--- config.mk ---
export PLATFORM = sky130hd
export DESIGN_NAME = pong_game_ctrl
export DESIGN_NICKNAME = d
export VERILOG_FILES = /design/src/rtl/pong_pkg.sv /design/src/rtl/pong_game_ctrl_paddle.sv /design/src/rtl/pong_game_ctrl.sv
export SDC_FILE = /design/constraint.sdc
export NUM_CORES = 1
export LEC_CHECK = 0
export CAP_MARGIN = 20
export CORE_ASPECT_RATIO = 0.6
export CORE_MARGIN = 8
export CORE_UTILIZATION = 25
export DETAILED_ROUTE_END_ITERATION = 6
export SYNTH_ARGS = -nofsm -noshare
export SYNTH_HDL_FRONTEND = slang
export SYNTH_SLANG_ARGS = --single-unit
--- constraint.sdc ---
create_clock -name clk -period 2.9 [get_ports clk]
set_clock_uncertainty 0.1 [all_clocks]
set_input_delay 0.87 -clock clk [delete_from_list [all_inputs] [get_ports clk]]
set_output_delay 0.87 -clock clk [all_outputs]
set_load 0.01 [all_outputs]
--- src/rtl/pong_pkg.sv ---
// Shared screen geometry, game constants and FSM encoding for the Pong
// sequencer and the VGA renderer.
package pong_pkg;

    localparam logic [9:0] H_ACTIVE     = 10'd640;
    localparam logic [9:0] V_ACTIVE     = 10'd480;
    localparam logic [9:0] PADDLE_H     = 10'd64;
    localparam logic [9:0] PADDLE_W     = 10'd8;
    localparam logic [9:0] PADDLE_X1    = 10'd16;
    localparam logic [9:0] PADDLE_X2    = 10'd616;
    localparam logic [9:0] BALL_SIZE    = 10'd8;
    localparam logic [9:0] PADDLE_SPEED = 10'd4;
    localparam logic [9:0] BALL_SPEED   = 10'd2;
    localparam logic [3:0] WIN_SCORE    = 4'd9;
    localparam logic [5:0] SERVE_FRAMES = 6'd60;

    localparam logic [9:0] PADDLE_Y_MAX    = V_ACTIVE - PADDLE_H;
    localparam logic [9:0] PADDLE_Y_CENTER = (V_ACTIVE - PADDLE_H) >> 1;
    localparam logic [9:0] BALL_X_CENTER   = (H_ACTIVE - BALL_SIZE) >> 1;
    localparam logic [9:0] BALL_Y_CENTER   = (V_ACTIVE - BALL_SIZE) >> 1;
    // Ball x positions at which it touches the inner face of each paddle.
    localparam logic [9:0] P1_FACE_X = PADDLE_X1 + PADDLE_W;
    localparam logic [9:0] P2_FACE_X = PADDLE_X2 - BALL_SIZE;

    typedef enum logic [2:0] {
        ST_IDLE      = 3'd0,
        ST_SERVE     = 3'd1,
        ST_PLAY      = 3'd2,
        ST_POINT     = 3'd3,
        ST_GAME_OVER = 3'd4
    } game_state_e;

endpackage

--- src/rtl/pong_game_ctrl_paddle.sv ---
// One player's paddle: saturating up/down movement once per enabled frame,
// with a recenter request used when a new game starts.
module paddle_ctrl
    import pong_pkg::*;
(
    input  logic       clk,
    input  logic       rst,
    input  logic       en,
    input  logic       recenter,
    input  logic       up,
    input  logic       down,
    output logic [9:0] y
);

    logic [9:0] y_q;
    logic [9:0] y_d;

    always_comb begin
        y_d = y_q;
        if (recenter) begin
            y_d = PADDLE_Y_CENTER;
        end else if (en && up && !down) begin
            y_d = (y_q < PADDLE_SPEED) ? 10'd0 : y_q - PADDLE_SPEED;
        end else if (en && down && !up) begin
            y_d = (y_q > PADDLE_Y_MAX - PADDLE_SPEED) ? PADDLE_Y_MAX : y_q + PADDLE_SPEED;
        end
    end

    always_ff @(posedge clk or posedge rst) begin
        if (rst) begin
            y_q <= PADDLE_Y_CENTER;
        end else begin
            y_q <= y_d;
        end
    end

    assign y = y_q;

endmodule

--- src/rtl/pong_game_ctrl.sv ---
// Frame-rate Pong sequencer: serve/play/point/game-over flow, ball motion
// with wall and paddle reflection, and scoring. All outputs are registered.
module pong_game_ctrl
    import pong_pkg::*;
(
    input  logic       clk,
    input  logic       rst,
    input  logic       frame_tick,
    input  logic       start,
    input  logic       p1_up,
    input  logic       p1_down,
    input  logic       p2_up,
    input  logic       p2_down,
    output logic [9:0] paddle1_y,
    output logic [9:0] paddle2_y,
    output logic [9:0] ball_x,
    output logic [9:0] ball_y,
    output logic [3:0] score1,
    output logic [3:0] score2,
    output logic [2:0] game_state,
    output logic       game_over
);

    game_state_e state_q, state_d;
    logic        start_q, start_d;
    logic [5:0]  serve_cnt_q, serve_cnt_d;
    logic [9:0]  ball_x_q, ball_x_d;
    logic [9:0]  ball_y_q, ball_y_d;
    logic        dx_q, dx_d;            // 1 = moving right
    logic        dy_q, dy_d;            // 1 = moving down
    logic [3:0]  score1_q, score1_d;
    logic [3:0]  score2_q, score2_d;
    logic        p1_scored_q, p1_scored_d;
    logic        game_over_q, game_over_d;

    logic        start_rise;
    logic        paddle_en;
    logic        recenter;
    logic [9:0]  p1_y, p2_y;
    logic        overlap1, overlap2;
    logic [9:0]  step_x, step_y;
    logic        step_dx, step_dy;
    logic        miss_left, miss_right;
    logic [3:0]  score_next;

    assign start_rise = start & ~start_q;
    assign paddle_en  = frame_tick && (state_q == ST_SERVE || state_q == ST_PLAY);

    paddle_ctrl u_paddle1 (
        .clk      (clk),
        .rst      (rst),
        .en       (paddle_en),
        .recenter (recenter),
        .up       (p1_up),
        .down     (p1_down),
        .y        (p1_y)
    );

    paddle_ctrl u_paddle2 (
        .clk      (clk),
        .rst      (rst),
        .en       (paddle_en),
        .recenter (recenter),
        .up       (p2_up),
        .down     (p2_down),
        .y        (p2_y)
    );

    // Collision tests use the paddle rows held before this frame's move.
    assign overlap1 = (ball_y_q + BALL_SIZE > p1_y) && (ball_y_q < p1_y + PADDLE_H);
    assign overlap2 = (ball_y_q + BALL_SIZE > p2_y) && (ball_y_q < p2_y + PADDLE_H);

    always_comb begin
        step_y  = ball_y_q;
        step_dy = dy_q;
        if (!dy_q) begin
            if (ball_y_q < BALL_SPEED) begin
                step_y  = 10'd0;
                step_dy = 1'b1;
            end else begin
                step_y = ball_y_q - BALL_SPEED;
            end
        end else begin
            if (ball_y_q + BALL_SIZE + BALL_SPEED > V_ACTIVE) begin
                step_y  = V_ACTIVE - BALL_SIZE;
                step_dy = 1'b0;
            end else begin
                step_y = ball_y_q + BALL_SPEED;
            end
        end

        step_x     = ball_x_q;
        step_dx    = dx_q;
        miss_left  = 1'b0;
        miss_right = 1'b0;
        if (!dx_q) begin
            if (ball_x_q < BALL_SPEED) begin
                miss_left = 1'b1;
            end else begin
                step_x = ball_x_q - BALL_SPEED;
                if (ball_x_q >= P1_FACE_X && step_x < P1_FACE_X && overlap1) begin
                    step_x  = P1_FACE_X;
                    step_dx = 1'b1;
                end
            end
        end else begin
            if (ball_x_q + BALL_SIZE + BALL_SPEED > H_ACTIVE) begin
                miss_right = 1'b1;
            end else begin
                step_x = ball_x_q + BALL_SPEED;
                if (ball_x_q <= P2_FACE_X && step_x > P2_FACE_X && overlap2) begin
                    step_x  = P2_FACE_X;
                    step_dx = 1'b0;
                end
            end
        end
    end

    assign score_next = (p1_scored_q ? score1_q : score2_q) + 4'd1;

    always_comb begin
        state_d     = state_q;
        start_d     = start;
        serve_cnt_d = serve_cnt_q;
        ball_x_d    = ball_x_q;
        ball_y_d    = ball_y_q;
        dx_d        = dx_q;
        dy_d        = dy_q;
        score1_d    = score1_q;
        score2_d    = score2_q;
        p1_scored_d = p1_scored_q;
        recenter    = 1'b0;

        case (state_q)
            ST_IDLE: begin
                if (start_rise) begin
                    state_d     = ST_SERVE;
                    serve_cnt_d = SERVE_FRAMES;
                    dx_d        = 1'b1;
                end
            end
            ST_SERVE: begin
                if (frame_tick) begin
                    serve_cnt_d = serve_cnt_q - 6'd1;
                    if (serve_cnt_q == 6'd1) begin
                        state_d = ST_PLAY;
                    end
                end
            end
            ST_PLAY: begin
                if (frame_tick) begin
                    if (miss_left || miss_right) begin
                        // Ball stays where it was; the point is settled next cycle.
                        state_d     = ST_POINT;
                        p1_scored_d = miss_right;
                    end else begin
                        ball_x_d = step_x;
                        ball_y_d = step_y;
                        dx_d     = step_dx;
                        dy_d     = step_dy;
                    end
                end
            end
            ST_POINT: begin
                if (p1_scored_q) begin
                    score1_d = score_next;
                end else begin
                    score2_d = score_next;
                end
                if (score_next == WIN_SCORE) begin
                    state_d = ST_GAME_OVER;
                end else begin
                    state_d     = ST_SERVE;
                    serve_cnt_d = SERVE_FRAMES;
                    ball_x_d    = BALL_X_CENTER;
                    ball_y_d    = BALL_Y_CENTER;
                    dx_d        = p1_scored_q;
                end
            end
            ST_GAME_OVER: begin
                if (start_rise) begin
                    state_d     = ST_SERVE;
                    serve_cnt_d = SERVE_FRAMES;
                    score1_d    = 4'd0;
                    score2_d    = 4'd0;
                    ball_x_d    = BALL_X_CENTER;
                    ball_y_d    = BALL_Y_CENTER;
                    dx_d        = 1'b1;
                    recenter    = 1'b1;
                end
            end
            default: begin
                state_d = ST_IDLE;
            end
        endcase

        game_over_d = (state_d == ST_GAME_OVER);
    end

    always_ff @(posedge clk or posedge rst) begin
        if (rst) begin
            state_q     <= ST_IDLE;
            start_q     <= 1'b0;
            serve_cnt_q <= 6'd0;
            ball_x_q    <= BALL_X_CENTER;
            ball_y_q    <= BALL_Y_CENTER;
            dx_q        <= 1'b1;
            dy_q        <= 1'b1;
            score1_q    <= 4'd0;
            score2_q    <= 4'd0;
            p1_scored_q <= 1'b0;
            game_over_q <= 1'b0;
        end else begin
            state_q     <= state_d;
            start_q     <= start_d;
            serve_cnt_q <= serve_cnt_d;
            ball_x_q    <= ball_x_d;
            ball_y_q    <= ball_y_d;
            dx_q        <= dx_d;
            dy_q        <= dy_d;
            score1_q    <= score1_d;
            score2_q    <= score2_d;
            p1_scored_q <= p1_scored_d;
            game_over_q <= game_over_d;
        end
    end

    assign paddle1_y  = p1_y;
    assign paddle2_y  = p2_y;
    assign ball_x     = ball_x_q;
    assign ball_y     = ball_y_q;
    assign score1     = score1_q;
    assign score2     = score2_q;
    assign game_state = state_q;
    assign game_over  = game_over_q;

endmodule
==> results.txt, run 1 <==
----------------------------------------------------
[Yosys]
  Seq/Total Area, Yosys ... 0.244
  Mean instance size in the synthesized netlist ... 8.23 sq um
  Yosys warning total ... 0
  Distinct cell type count after synthesis ... 86
  Number of flip-flops and latches in the synthesized netlist ... 56
  Prevailing post-synth register cell ... sky130_fd_sc_hd__dfrtp_1
  Number of flops mapped to enable cells by yosys ... 0
  Share of async-settable or async-resettable flops after synthesis ... 1.00
  Gate count after technology mapping ... 709
  Area of the mapped netlist ... 5830 sq um

[STA]
  Fraction of the cycle the final worst path needs ... 1.06
  Unrepaired setup endpoints after global routing ... yes
  Normalized max-slew margin ... 0.655
  Highest attainable clock frequency ... between 300 and 400 MHz
  Post-route minimum period ... 3.07 ns
  Finish-stage setup viols ... 11
  Slew @ Worst Pin ... 0.516 ns
  Final-report hold violation count ... 0
  Fin Setup TNS ... -0.987 ns
  Number of max-slew violations in the final report ... 0
  Minimum setup slack in the final design ... -0.172 ns

[Routing]
  Total via count after detailed routing ... 6227
  Remaining design rule violation count ... 0
  Routed len/inst ... 17.8 um
  Via count normalized by instance count ... 5.29
  DRT antenna net count ... 0
  Iteration-0 DRC Markers ... 591
  Detailed Route WL ... between 20000 and 25000 um
  Initial DRT Pass Iterations ... 5

[Finish]
  Antenna cells ... 0
  Sequential standard cell area ... 1430 sq um
  Finished Layout Cells ... 1177
  Final Instance Area ... 8030 sq um
  Area delta synth->final ... 37.7%
  Fillcell total ... 2450
  Nets@finish ... 923
  Area of the multi-input gates ... 4340 sq um
  Commonest cells after routing, fill and taps aside ... 125 x sky130_fd_sc_hd__buf_4, 54 x sky130_fd_sc_hd__nand2_1, 53 x sky130_fd_sc_hd__clkdlybuf4s50_1
  Most common library cell in the layout ignoring fill and taps ... sky130_fd_sc_hd__buf_4
  Fraction of layout instances using a drive strength above 1 ... 0.278

[Setup path]
  Depth of the worst register-to-register path ... 14
  Cell breakdown of the critical path ... ha_4, nand2_2, or3_4, and2_4, inv_4, ha_4, nand4_1, buf_4, a211o_1, a211oi_2, buf_4, o311ai_4, a211o_1, o211ai_1
  Master of the slowest instance on the critical path ... sky130_fd_sc_hd__dfstp_2
  CP Max Fanout ... 5
  Max stage delay on crit path ... 0.57 ns
  Reg2reg end ... ball_x[6]
  Worst setup slack for register-to-register paths ... -0.17 ns
  Arrival time of data at the critical path endpoint ... 3.20 ns
  Type of the worst setup path ... flop to flop
  Setup crit start kind ... flop
  Critical Path End Type ... flop
  R2R Path Start ... ball_y[3]
  Required time at the worst-slack endpoint ... roughly 3.0 ns

[Power]
  Overall Power ... 4850 uW
  Worst-case vdd ir drop ... 0.000292 V
  Power density over cell area ... 605 nW/um^2
  Leakage power total ... roughly 0.0033 uW

[Placement]
  Place WS ... -0.292 ns
  Weighted congestion at the end of routability-driven global placement ... 0.923
  Buffers on Ports ... 53
  # placed instances ... 1154
  Detailed Place HPWL ... 16300 um
  Placed Instance Area ... 7420 sq um

[Global route]
  Wire length of the first global-routing pass ... between 30000 and 40000 um
  Antenna violations before repair ... 0
  Via count of the first global-routing pass ... 5661
  Total global-route track usage ... 0.143
  GR Overflow Total ... 0
  Largest net degree at the start of global routing ... 29

[Clocking]
  Number of H-tree levels ... 2
  Post-CTS clock slew at the launch and capture registers of the worst setup and hold paths ... around 0.09 ns
  TritonCTS buffer count ... 5
  CTS Sinks ... 56
  Root cell of the clock tree ... sky130_fd_sc_hd__clkbuf_16
  Clock network latency to the later pin of the worst-skew pair ... about 0.31 ns
  TritonCTS clock tree ... yes
  Number of buffers on the longest clock path ... 2

[Die]
  Number of placement rows ... 43
  Height of the die ... 134 um
  Area of the die ... 28600 sq um
  Floorplan core area ... 23000 sq um
  Starting Density ... 0.253
  Die span in x ... 213 um
  Top-level port count ... 60

[Hold path]
  Hold worst-path end ... serve_cnt_q[4]
  Tightest Hold Check Type ... flop to flop
  Worst Hold Path Cells ... 2
  Beginning of the worst hold path ... serve_cnt_q[4]

[Flow run]
  Max Cap Viol ... 0

[Status]
  Violated checks ... setup timing
  Run status ... complete, but fails checks

----------------------------------------------------
[worst max-delay path by stage]
| stage | startpoint | cells after the start | slack [ns] | to |
|---|---|---|---|---|
| after floorplan | ball_y[3] | 14 | -0.22 | ball_x[6] |
| after global placement | frame_tick | 8 | -0.19 | u_paddle2.y[4] |
| after detailed placement | ball_y[3] | 13 | -0.29 | ball_x[5] |
| after CTS | ball_y[3] | 14 | -0.13 | ball_x[6] |
| after global routing | ball_y[3] | 14 | -0.24 | ball_x[6] |
| final | ball_y[3] | 14 | -0.17 | ball_x[6] |
[where the power goes]
group          switching (uW)  total, uW  internal [uW]
registers                 251       1250            998
clock network             357        688            331
logic                    1590       2920           1320
total                    2200       4850           2650
[registers in the layout (all words and copies together), names as in the netlist]
signal       flops
ball_x           9
ball_y           9
u_paddle1.y      8
u_paddle2.y      8
serve_cnt_q      6
score1           4
score2           4
game_state       3
dx_q             1
dy_q             1
game_over        1
p1_scored_q      1
start_q          1
[kinds of logic (layout without fill, tap and decap cells)]
logic type | count (synthesis) | count (layout) | share of synthesized area
simple gates | 245 | 245 | 0.222
other cells | 1 | 6 | 0.000643
mux | 16 | 16 | 0.0292
buf+inv | 86 | 234 | 0.0723
xor+xnor | 31 | 31 | 0.0466
compound gates | 220 | 220 | 0.269
flops | 56 | 56 | 0.244
fa+ha+maj | 54 | 54 | 0.116
[metal layers]
metal  vias to the layer above  share of wire  global-route usage
met5                         -              0                   0
met2                       255           0.38               0.183
met3                        15          0.080              0.0308
met1                      3012           0.54               0.236
li1                       2945              -                   -
met4                         0         0.0046              0.0182
[worst max-delay path, delay by kind of cell (launching register included)]
kind                       cells  cell delay (ns)
adders and majority gates      2             0.28
and+or+nand+nor                4             0.67
buffers and inverters          3             0.38
DFF                            1             0.57
AOI/OAI and AO/OA              5             0.99
[Yosys cell counts (8+ instances only)]
cell	instances	area, sq um
sky130_fd_sc_hd__nor2_1	50	188
sky130_fd_sc_hd__xnor2_1	16	140
sky130_fd_sc_hd__dfstp_2	18	473
sky130_fd_sc_hd__xor2_1	15	131
sky130_fd_sc_hd__o21a_1	14	105
sky130_fd_sc_hd__mux2i_1	8	80.1
sky130_fd_sc_hd__a31oi_1	14	87.6
sky130_fd_sc_hd__nor3_1	18	90.1
sky130_fd_sc_hd__nand4_1	12	75.1
sky130_fd_sc_hd__and3_1	9	56.3
sky130_fd_sc_hd__or3_1	8	50.1
sky130_fd_sc_hd__o31ai_1	8	60.1
sky130_fd_sc_hd__mux2_2	8	90.1
sky130_fd_sc_hd__a21o_1	8	60.1
sky130_fd_sc_hd__nand3_1	35	175
sky130_fd_sc_hd__inv_1	40	150
sky130_fd_sc_hd__ha_1	54	676
sky130_fd_sc_hd__nand2_1	56	210
sky130_fd_sc_hd__clkbuf_1	16	60.1
sky130_fd_sc_hd__buf_2	10	50.1
sky130_fd_sc_hd__o21ai_0	38	190
sky130_fd_sc_hd__buf_4	13	97.6
sky130_fd_sc_hd__a21oi_1	43	215
sky130_fd_sc_hd__dfrtp_1	38	951
[stage by stage]
stage | hold WS (ns) | utilization
floorplan | 0.375 | -
global placement | 0.403 | 0.322
detailed placement | 0.401 | 0.322
CTS | 0.427 | 0.334
global route | 0.455 | 0.349
finish | 0.424 | 0.349
[final cells by class]
class	count	share of cell area
Tap cell	315	0.0491
Clock buffer	5	0.0156
Sequential cell	56	0.178
Clock inverter	3	0.00343
Inverter	42	0.0204
Multi-Input combinational cell	572	0.540
Timing Repair Buffer	184	0.194
[what timing repair did]
action                                  4_1_cts  5_1_grt
buffers inserted                              3       12
hold buffers                                  0        0
pin swaps                                    10       23
endpoints found under the hold margin         0        0
endpoints found under the setup margin       17       27
gates resized for setup                      23       41
No activity file was read; power rests on OpenSTA's default activity.
==> inputs of run 2 (changes only) <==
==> constraint.sdc (replaced) <==
create_clock -name clk -period 3.8 [get_ports clk]
set_clock_uncertainty 0.1 [all_clocks]
set_input_delay 1.14 -clock clk [delete_from_list [all_inputs] [get_ports clk]]
set_output_delay 1.14 -clock clk [all_outputs]
set_load 0.01 [all_outputs]
==> run 2 against run 1 <==
Effect of this change: the flow now finishes without violations; worst setup slack improved by 0.54 ns; fmax decreased by 11%; combinational power decreased by 39%; worst hold slack about the same; critical endpoint is now ball_y[9]; die area unchanged.
==> results.txt, run 2 (synthesized netlist as in run 1, its figures left out) <==
----------------------------------------------------
[Status]
  Run status ... complete, no violations (was complete, but fails checks)

[Power]
  Power density over cell area ... 487 nW/um^2 (was 605 nW/um^2)
  Part of the total power dissipated in the clock network ... 0.145 (was 0.142)
  Share of power burned in combinational logic ... 0.538 (was 0.601)
  Leakage power total ... 0.00276 uW (was 0.00334 uW)
  Switching portion of total power ... 0.467 (was 0.453)
  Internal power ... 1780 uW (was 2650 uW)
  Overall Power ... 3330 uW (was 4850 uW)
  Worst-case vdd ir drop ... 0.000273 V (was 0.000292 V)
  Switching power total ... 1550 uW (was 2200 uW)
  Reg power frac ... 0.317 (was 0.257)

[STA]
  Unrepaired setup endpoints after global routing ... no (was yes)
  Fraction of the cycle the final worst path needs ... 0.903 (was 1.06)
  Post-route minimum period ... 3.43 ns (was 3.07 ns)
  Final-report hold violation count ... 0 (unchanged)
  Slew @ Worst Pin ... 0.772 ns (was 0.516 ns)
  Fin Setup TNS ... 0 ns (was -0.987 ns)
  Normalized max-slew margin ... 0.486 (was 0.655)
  Highest attainable clock frequency ... 291 MHz (was 326 MHz)
  Finish-stage setup viols ... 0 (was 11)
  Number of max-slew violations in the final report ... 0 (unchanged)

[Clocking]
  Post-CTS Resized ... 0 (was 23)
  Number of buffers on the longest clock path ... 2 (unchanged)
  CTS Sinks ... 56 (unchanged)
  Root cell of the clock tree ... sky130_fd_sc_hd__clkbuf_16 (unchanged)
  Post-CTS setup buffer count ... 0 (was 3)
  TritonCTS clock tree ... yes (unchanged)
  Post-CTS clock slew at the launch and capture registers of the worst setup and hold paths ... 0.07 ns (was 0.09 ns)
  Number of H-tree levels ... 2 (unchanged)
  TritonCTS buffer count ... 5 (unchanged)
  # hold bufs at CTS ... 0 (unchanged)
  Clock network latency to the later pin of the worst-skew pair ... 0.32 ns (was 0.31 ns)

[Setup path]
  CP Max Fanout ... 16 (was 5)
  Critical Path End Type ... flop (unchanged)
  Arrival time of data at the critical path endpoint ... 3.54 ns (was 3.20 ns)
  Worst setup slack for register-to-register paths ... 0.37 ns (was -0.17 ns)
  Cell breakdown of the critical path ... inv_1, ha_1, nand4bb_1, o22ai_1, a2111oi_1, o311ai_2, a22oi_2, a22oi_1, o31ai_2 (was ha_4, nand2_2, or3_4, and2_4, inv_4, ha_4, nand4_1, buf_4, a211o_1, a211oi_2, buf_4, o311ai_4, a211o_1, o211ai_1)
  Depth of the worst register-to-register path ... 9 (was 14)
  Master of the slowest instance on the critical path ... sky130_fd_sc_hd__dfstp_2 (unchanged)
  Required time at the worst-slack endpoint ... 3.91 ns (was 3.03 ns)
  Setup crit start kind ... flop (unchanged)
  Max stage delay on crit path ... 0.73 ns (was 0.57 ns)
  Type of the worst setup path ... flop to flop (unchanged)

[Hold path]
  Worst Hold Path Cells ... 1 (was 2)
  Tightest Hold Check Type ... flop to flop (unchanged)

[Routing]
  Remaining design rule violation count ... 0 (unchanged)
  Routed len/inst ... 17.9 um (was 17.8 um)
  Total via count after detailed routing ... 5752 (was 6227)
  Detailed Route WL ... 19100 um (was 20900 um)
  Via count normalized by instance count ... 5.38 (was 5.29)
  DRT antenna net count ... 0 (unchanged)
  Iteration-0 DRC Markers ... 792 (was 591)
  Initial DRT Pass Iterations ... 5 (unchanged)

[Finish]
  Area delta synth->final ... 17.2% (was 37.7%)
  Nets@finish ... 816 (was 923)
  Layout Utilization ... 0.297 (was 0.349)
  Commonest cells after routing, fill and taps aside ... 56 x sky130_fd_sc_hd__nand2_1, 54 x sky130_fd_sc_hd__ha_1, 53 x sky130_fd_sc_hd__clkdlybuf4s50_1 (was 125 x sky130_fd_sc_hd__buf_4, 54 x sky130_fd_sc_hd__nand2_1, 53 x sky130_fd_sc_hd__clkdlybuf4s50_1)
  Fraction of layout instances using a drive strength above 1 ... 0.111 (was 0.278)
  Antenna cells ... 0 (unchanged)
  Most common library cell in the layout ignoring fill and taps ... sky130_fd_sc_hd__nand2_1 (was sky130_fd_sc_hd__buf_4)

[Placement]
  Detailed Place HPWL ... 14600 um (was 16300 um)
  Weighted congestion at the end of routability-driven global placement ... 0.910 (was 0.923)
  Buffers on Ports ... 53 (unchanged)

[Global route]
  Antenna violations before repair ... 0 (unchanged)
  Via count of the first global-routing pass ... 5356 (was 5661)
  Wire length of the first global-routing pass ... 30900 um (was 33000 um)
  GR Overflow Total ... 0 (unchanged)
  Total global-route track usage ... 0.133 (was 0.143)
  Largest net degree at the start of global routing ... 57 (was 29)

[Die]
  Floorplan core area ... 23000 sq um (unchanged)
  Top-level port count ... 60 (unchanged)
  Height of the die ... 134 um (unchanged)
  Starting Density ... 0.253 (unchanged)
  Die span in x ... 213 um (unchanged)
  Area of the die ... 28600 sq um (unchanged)
  Number of placement rows ... 43 (unchanged)

[Flow run]
  Max Cap Viol ... 0 (unchanged)

----------------------------------------------------
run 2: stage by stage:
stage	instance area [sq um]	worst slack (ns)	hold slack [ns]	std cells
floorplan	5850	0.664	0.375	714
global placement	6690	0.454	0.395	1062
detailed placement	6690	0.419	0.406	1062
CTS	6830	0.421	0.424	1070
global route	6830	0.142	0.468	1070
finish	6830	0.368	0.425	1070
run 2: worst max-delay path: cells and delay by family, from the launching register on:
kind	cells	cell delay, ns
AOI/OAI and AO/OA	6	1.83
adders and majority gates	1	0.37
buffers and inverters	1	0.14
DFF	1	0.73
and+or+nand+nor	1	0.17
run 2: layer usage:
layer / vias up / global-route usage / wire length (um) / part of all wire
met2: 280 / 0.168 / 6990 / 0.37
met4: 0 / 0.0182 / 112 / 0.0059
met1: 2740 / 0.215 / 9990 / 0.52
li1: 2722 / - / - / -
met3: 10 / 0.0387 / 2040 / 0.11
met5: - / 0 / 0 / 0
run 2: final timing paths:
path                                 from        endpoint
min reg2reg                serve_cnt_q[5]  serve_cnt_q[5]
max                             ball_x[2]       ball_y[9]
min                        serve_cnt_q[5]  serve_cnt_q[5]
min in group asynchronous             rst  u_paddle2.y[5]
max in group asynchronous             rst       ball_y[8]
max reg2reg                     ball_x[2]       ball_y[9]
run 2: area by class of cell:
cell class / instances / area, sq um
Fill cell: 2468 / 16200
Multi-Input combinational cell: 572 / 4010
Sequential cell: 56 / 1420
Timing Repair Buffer: 77 / 711
Tap cell: 315 / 394
Inverter: 42 / 158
Clock buffer: 6 / 129
Clock inverter: 2 / 13.8
run 2: power groups by stage:
stage	Sequential [uW]	Combinational, uW	Clock, uW
floorplan	977	1200	0
global placement	1060	1760	0
detailed placement	1060	1760	0
CTS	1050	1770	499
global route	1090	2010	522
finish	1050	1790	484
==> RTL change 1: new RTL, config.mk and constraints of run 2 <==
Make the reset (`rst`) synchronous in 2 clocked blocks.
--- a/src/rtl/pong_game_ctrl_paddle.sv
+++ b/src/rtl/pong_game_ctrl_paddle.sv
@@ -26,7 +26,7 @@
         end
     end
 
-    always_ff @(posedge clk or posedge rst) begin
+    always_ff @(posedge clk) begin
         if (rst) begin
             y_q <= PADDLE_Y_CENTER;
         end else begin
--- a/src/rtl/pong_game_ctrl.sv
+++ b/src/rtl/pong_game_ctrl.sv
@@ -197,7 +197,7 @@
         game_over_d = (state_d == ST_GAME_OVER);
     end
 
-    always_ff @(posedge clk or posedge rst) begin
+    always_ff @(posedge clk) begin
         if (rst) begin
             state_q     <= ST_IDLE;
             start_q     <= 1'b0;
Behaviour: differs if rst is asserted again (counterexample within 4 cycles, from zero or initial values and one cycle with rst high); with rst held inactive, the same outputs for 10 cycles.
==> RTL change 1 against run 2 <==
- wire length decreased by 6.3%
- worst hold slack got worse by 0.047 ns
- sequential cell count is the same
- fmax is 0.55% lower
- setup slack lost 0.019 ns
- design area decreased by 6.1%
- area after synthesis down 8.5%
- highest routed layer unchanged
Power is not compared: it rests on default switching activity, and its combinational part moved more than twofold at a synthesized area within 25%.
==> RTL change 1: results (changes against run 2) <==
H-Tree Depth: 2 (unchanged)
outcome: finished, final reports clean (unchanged)
WL/cell: 17.0 um (was 17.9 um)
routed vias: 5691 (was 5752)
Post-synth ARST share: 0 (was 1.00)
setup slack, reg-to-reg: 0.35 ns (was 0.37 ns)
DP HPWL: 14.0 mm (was 14.6 mm)
Placement Cell Area: 0.00627 mm2 (was 0.00669 mm2)
Hold Path End: serve_cnt_q[1]$_SDFFE_PP0P_ (was serve_cnt_q[5]$_DFFE_PP0P_)
beginning of the critical path: ball_y[3]$_SDFFE_PP1P_ (was ball_x[2]$_DFFE_PP1P_)
critical path endpoint: ball_x[4]$_SDFFE_PP1P_ (was ball_y[9]$_DFFE_PP0P_)
max-slew headroom at the worst pin: 0.470 (was 0.486)
Placer Congestion: 0.912 (was 0.910)
largest net degree at the start of global routing: 25 (was 57)
Reg2Reg Depth: 12 (was 9)
Critical Path Max Stage Delay: 0.47 ns (was 0.73 ns)
vias in the first global route: 4976 (was 5356)
hold path start: serve_cnt_q[1]$_SDFFE_PP0P_ (was serve_cnt_q[5]$_DFFE_PP0P_)
Unique masters post-synth: 75 (was 86)
fin crit share: 0.908 (was 0.903)
TritonRoute pass-1 iters: 6 (was 5)
# placed instances: 1049 (was 1062)
initial DRC count: 643 (was 792)
Post-synth top flop: dfxtp_1 (was dfrtp_1)
Layout fillers: 2220 (was 2468)
Worst EP arrival: 3.55 ns (was 3.54 ns)
most common library cells after synthesis: 76 x nor2_1, 58 x nand2_1, 56 x dfxtp_1 (was 56 x nand2_1, 54 x ha_1, 50 x nor2_1)
Avg Cell Area, Syn: 7.38 um2 (was 8.23 um2)
top post-synthesis cells by area: dfxtp_1 21%, ha_1 13%, nor2_1 5.3% (was dfrtp_1 16%, ha_1 12%, dfstp_2 8.1%)
slowest cell on the critical path: a211oi_1 (was dfstp_2)
layout cells sized above 1: 0.0643 (was 0.111)
vias per inst: 5.38 (about the same)
Hold Crit Depth: 2 (was 1)
-- RTL change 1: changes by cell type after synthesis, sizes merged, moves of 7 or more --
cell,change
dfxtp,+56
a211oi,+8
dfstp,-18
clkbuf,+15
mux2,-8
buf,-18
nand3,-13
dfrtp,-38
nor3,+19
xor2,-7
nor2,+26
o21a,-10
-- RTL change 1: final cells by class --
type,count,area [um2],share of cell area
multi-input cells,589,3890,0.606
flip-flops and latches,56,1120,0.175
repair buffers,83,756,0.118
well taps,279,349,0.0544
inverters,42,158,0.0246
clock buffers,6,129,0.0201
clock inverters,2,16.3,0.00253
-- RTL change 1: kinds of logic (layout without fill, tap and decap cells) --
| logic type | after synthesis | in the layout | share of synthesized area |
|---|---|---|---|
| other cells | 1 | 6 | 0.000703 |
| compound gates | 214 | 214 | 0.270 |
| xor+xnor | 29 | 29 | 0.0476 |
| flops | 56 | 56 | 0.210 |
| simple gates | 273 | 273 | 0.256 |
| mux | 13 | 13 | 0.0244 |
| buf+inv | 83 | 133 | 0.0645 |
| fa+ha+maj | 54 | 54 | 0.127 |
-- RTL change 1: layer usage --
| metal | routed length [um] | global-route usage | up-vias |
|---|---|---|---|
| met5 | 0 | 0 | - |
| met4 | 270 | 0.0337 | 0 |
| met3 | 1970 | 0.0319 | 20 |
| met2 | 6720 | 0.171 | 295 |
| met1 | 8970 | 0.207 | 2617 |
| li1 | - | - | 2759 |
-- RTL change 1: power breakdown --
part	internal [mW]	total, mW	switching (mW)
Clock	0.247	0.497	0.250
Sequential	0.607	0.637	0.0299
Combinational	0.203	0.498	0.295
Total	1.06	1.63	0.575
==> RTL change 2: new RTL, config.mk and constraints of run 2 <==
Made on the original files. Register the output `paddle1_y`, with the module's reset; this adds one clock of latency there. The other outputs are not delayed to match.
--- a/src/rtl/pong_game_ctrl.sv
+++ b/src/rtl/pong_game_ctrl.sv
@@ -225,7 +225,13 @@
         end
     end
 
-    assign paddle1_y  = p1_y;
+    always_ff @(posedge clk or posedge rst) begin
+        if (rst) begin
+            paddle1_y <= '0;
+        end else begin
+            paddle1_y <= p1_y;
+        end
+    end
     assign paddle2_y  = p2_y;
     assign ball_x     = ball_x_q;
     assign ball_y     = ball_y_q;
Check against the original RTL: not equivalent (Yosys sat finds a counterexample within 4 cycles, from zero or initial values and one cycle with rst high).
==> RTL change 2 against run 2 <==
- area after synthesis is 0.71% lower
- setup slack got worse by 0.10 ns
- sequential cell count increased by 8
- via count shrank 0.61%
- final cell count grew 1.6%
- worst hold slack worse by 0.058 ns
- total power is 40% higher
- first-iteration DRC count grew 5.2%
- combinational power increased by 42%
- design area rose by 3.3%
- wire length is 3.7% lower
- critical path type unchanged
==> RTL change 2: results (changes against run 2) <==
outcome: finished, final reports clean (unchanged)
hold path start: u_paddle1.y[7]$_DFFE_PP1P_ (was serve_cnt_q[5]$_DFFE_PP0P_)
M1 WL: 9.45 mm (was 9.99 mm)
first-pass GRT wire length: 29.9 mm (was 30.9 mm)
GRT Overall Usage: 0.131 (was 0.133)
Hold Path End: paddle1_y[7]$_DFF_PP0_ (was serve_cnt_q[5]$_DFFE_PP0P_)
top post-synthesis cells by area: dfrtp_1 20%, ha_1 12%, dfstp_2 8.2% (was dfrtp_1 16%, ha_1 12%, dfstp_2 8.1%)
layout cells sized above 1: 0.104 (was 0.111)
vias in the first global route: 5202 (was 5356)
Synth Area in Compound Gates: 0.245 (was 0.269)
routed wl met2: 6.77 mm (was 6.99 mm)
Final #Nets: 829 (was 816)
Comb power frac: 0.548 (was 0.538)
FF-to-FF End: ball_x[2]$_DFFE_PP1P_ (was ball_y[9]$_DFFE_PP0P_)
Placement Cell Area: 0.00675 mm2 (was 0.00669 mm2)
multiplexer share of the synthesized area: 0.0274 (was 0.0292)
clock share of power: 0.185 (was 0.145)
grt met1 use: 0.213 (was 0.215)
leakage power: 2.85 nW (was 2.76 nW)
Hold Crit Depth: 0 (was 1)
CP delay by family, top: simple AND/OR/NAND/NOR gates (was compound AO/OA/AOI/OAI gates)
final WL: 18.4 mm (was 19.1 mm)
CP Max Fanout: 7 (was 16)
met2 usage: 0.163 (was 0.168)
VDD IR-drop max: 0.000280 V (was 0.000273 V)
most common library cells after synthesis: 59 x o21ai_0, 57 x nand2_1, 54 x ha_1 (was 56 x nand2_1, 54 x ha_1, 50 x nor2_1)
largest net degree at the start of global routing: 41 (was 57)
CTS Buf Count: 9 (was 5)
Reg2Reg Depth: 12 (was 9)
initial DRC count: 833 (was 792)
Clock Latency Late Sink: 0.34 ns (was 0.32 ns)
Synth Area in Adders: 0.117 (was 0.116)
Critical Path Max Stage Delay: 0.56 ns (was 0.73 ns)
XOR/XNOR share of the synthesized area: 0.0408 (was 0.0466)
vias per inst: 5.26 (was 5.38)
RTL change 2: metrics by stage:
stage	worst slack [ns]	total power [mW]	hold WS (ns)	util	cells
floorplan	0.484	2.82	0.252	-	718
finish	0.263	4.65	0.367	0.308	1087
global route	0.0271	5.09	0.372	0.308	1087
CTS	0.282	4.65	0.369	0.308	1087
detailed placement	0.284	3.75	0.359	0.295	1071
global placement	0.364	3.76	0.361	0.295	1071
RTL change 2: worst reg2reg max path: stages, from the launching register on:
cell     delay (ns)
dfstp_2        0.56
ha_1           0.29
nand2_1        0.10
or3_1          0.37
nand2_1        0.16
ha_1           0.28
and4_1         0.17
and4_1         0.18
a21oi_1        0.18
nand2_1        0.10
or4_4          0.54
nor3b_1        0.15
o32a_1         0.29
RTL change 2: how the worst max path moves through the flow:
stage | endpoint | from | slack (ns) | cells after the start
4_1_cts | ball_x[2]$_DFFE_PP1P_ | ball_y[3]$_DFFE_PP1P_ | 0.28 | 12
3_5_place_dp | ball_x[2]$_DFFE_PP1P_ | ball_y[3]$_DFFE_PP1P_ | 0.28 | 12
5_1_grt | ball_x[2]$_DFFE_PP1P_ | ball_y[3]$_DFFE_PP1P_ | 0.03 | 12
3_3_place_gp | ball_x[2]$_DFFE_PP1P_ | ball_y[3]$_DFFE_PP1P_ | 0.36 | 12
6_report | ball_x[2]$_DFFE_PP1P_ | ball_y[3]$_DFFE_PP1P_ | 0.26 | 12
2_1_floorplan | ball_x[2]$_DFFE_PP1P_ | ball_y[3]$_DFFE_PP1P_ | 0.48 | 12
RTL change 2: cell type report:
cell class,instances,area (um2)
Timing Repair Buffer,80,746
Sequential cell,64,1620
Fill cell,2435,15900
Clock inverter,6,67.6
Inverter,39,146
Tap cell,315,394
Clock buffer,10,239
Multi-Input combinational cell,573,3840
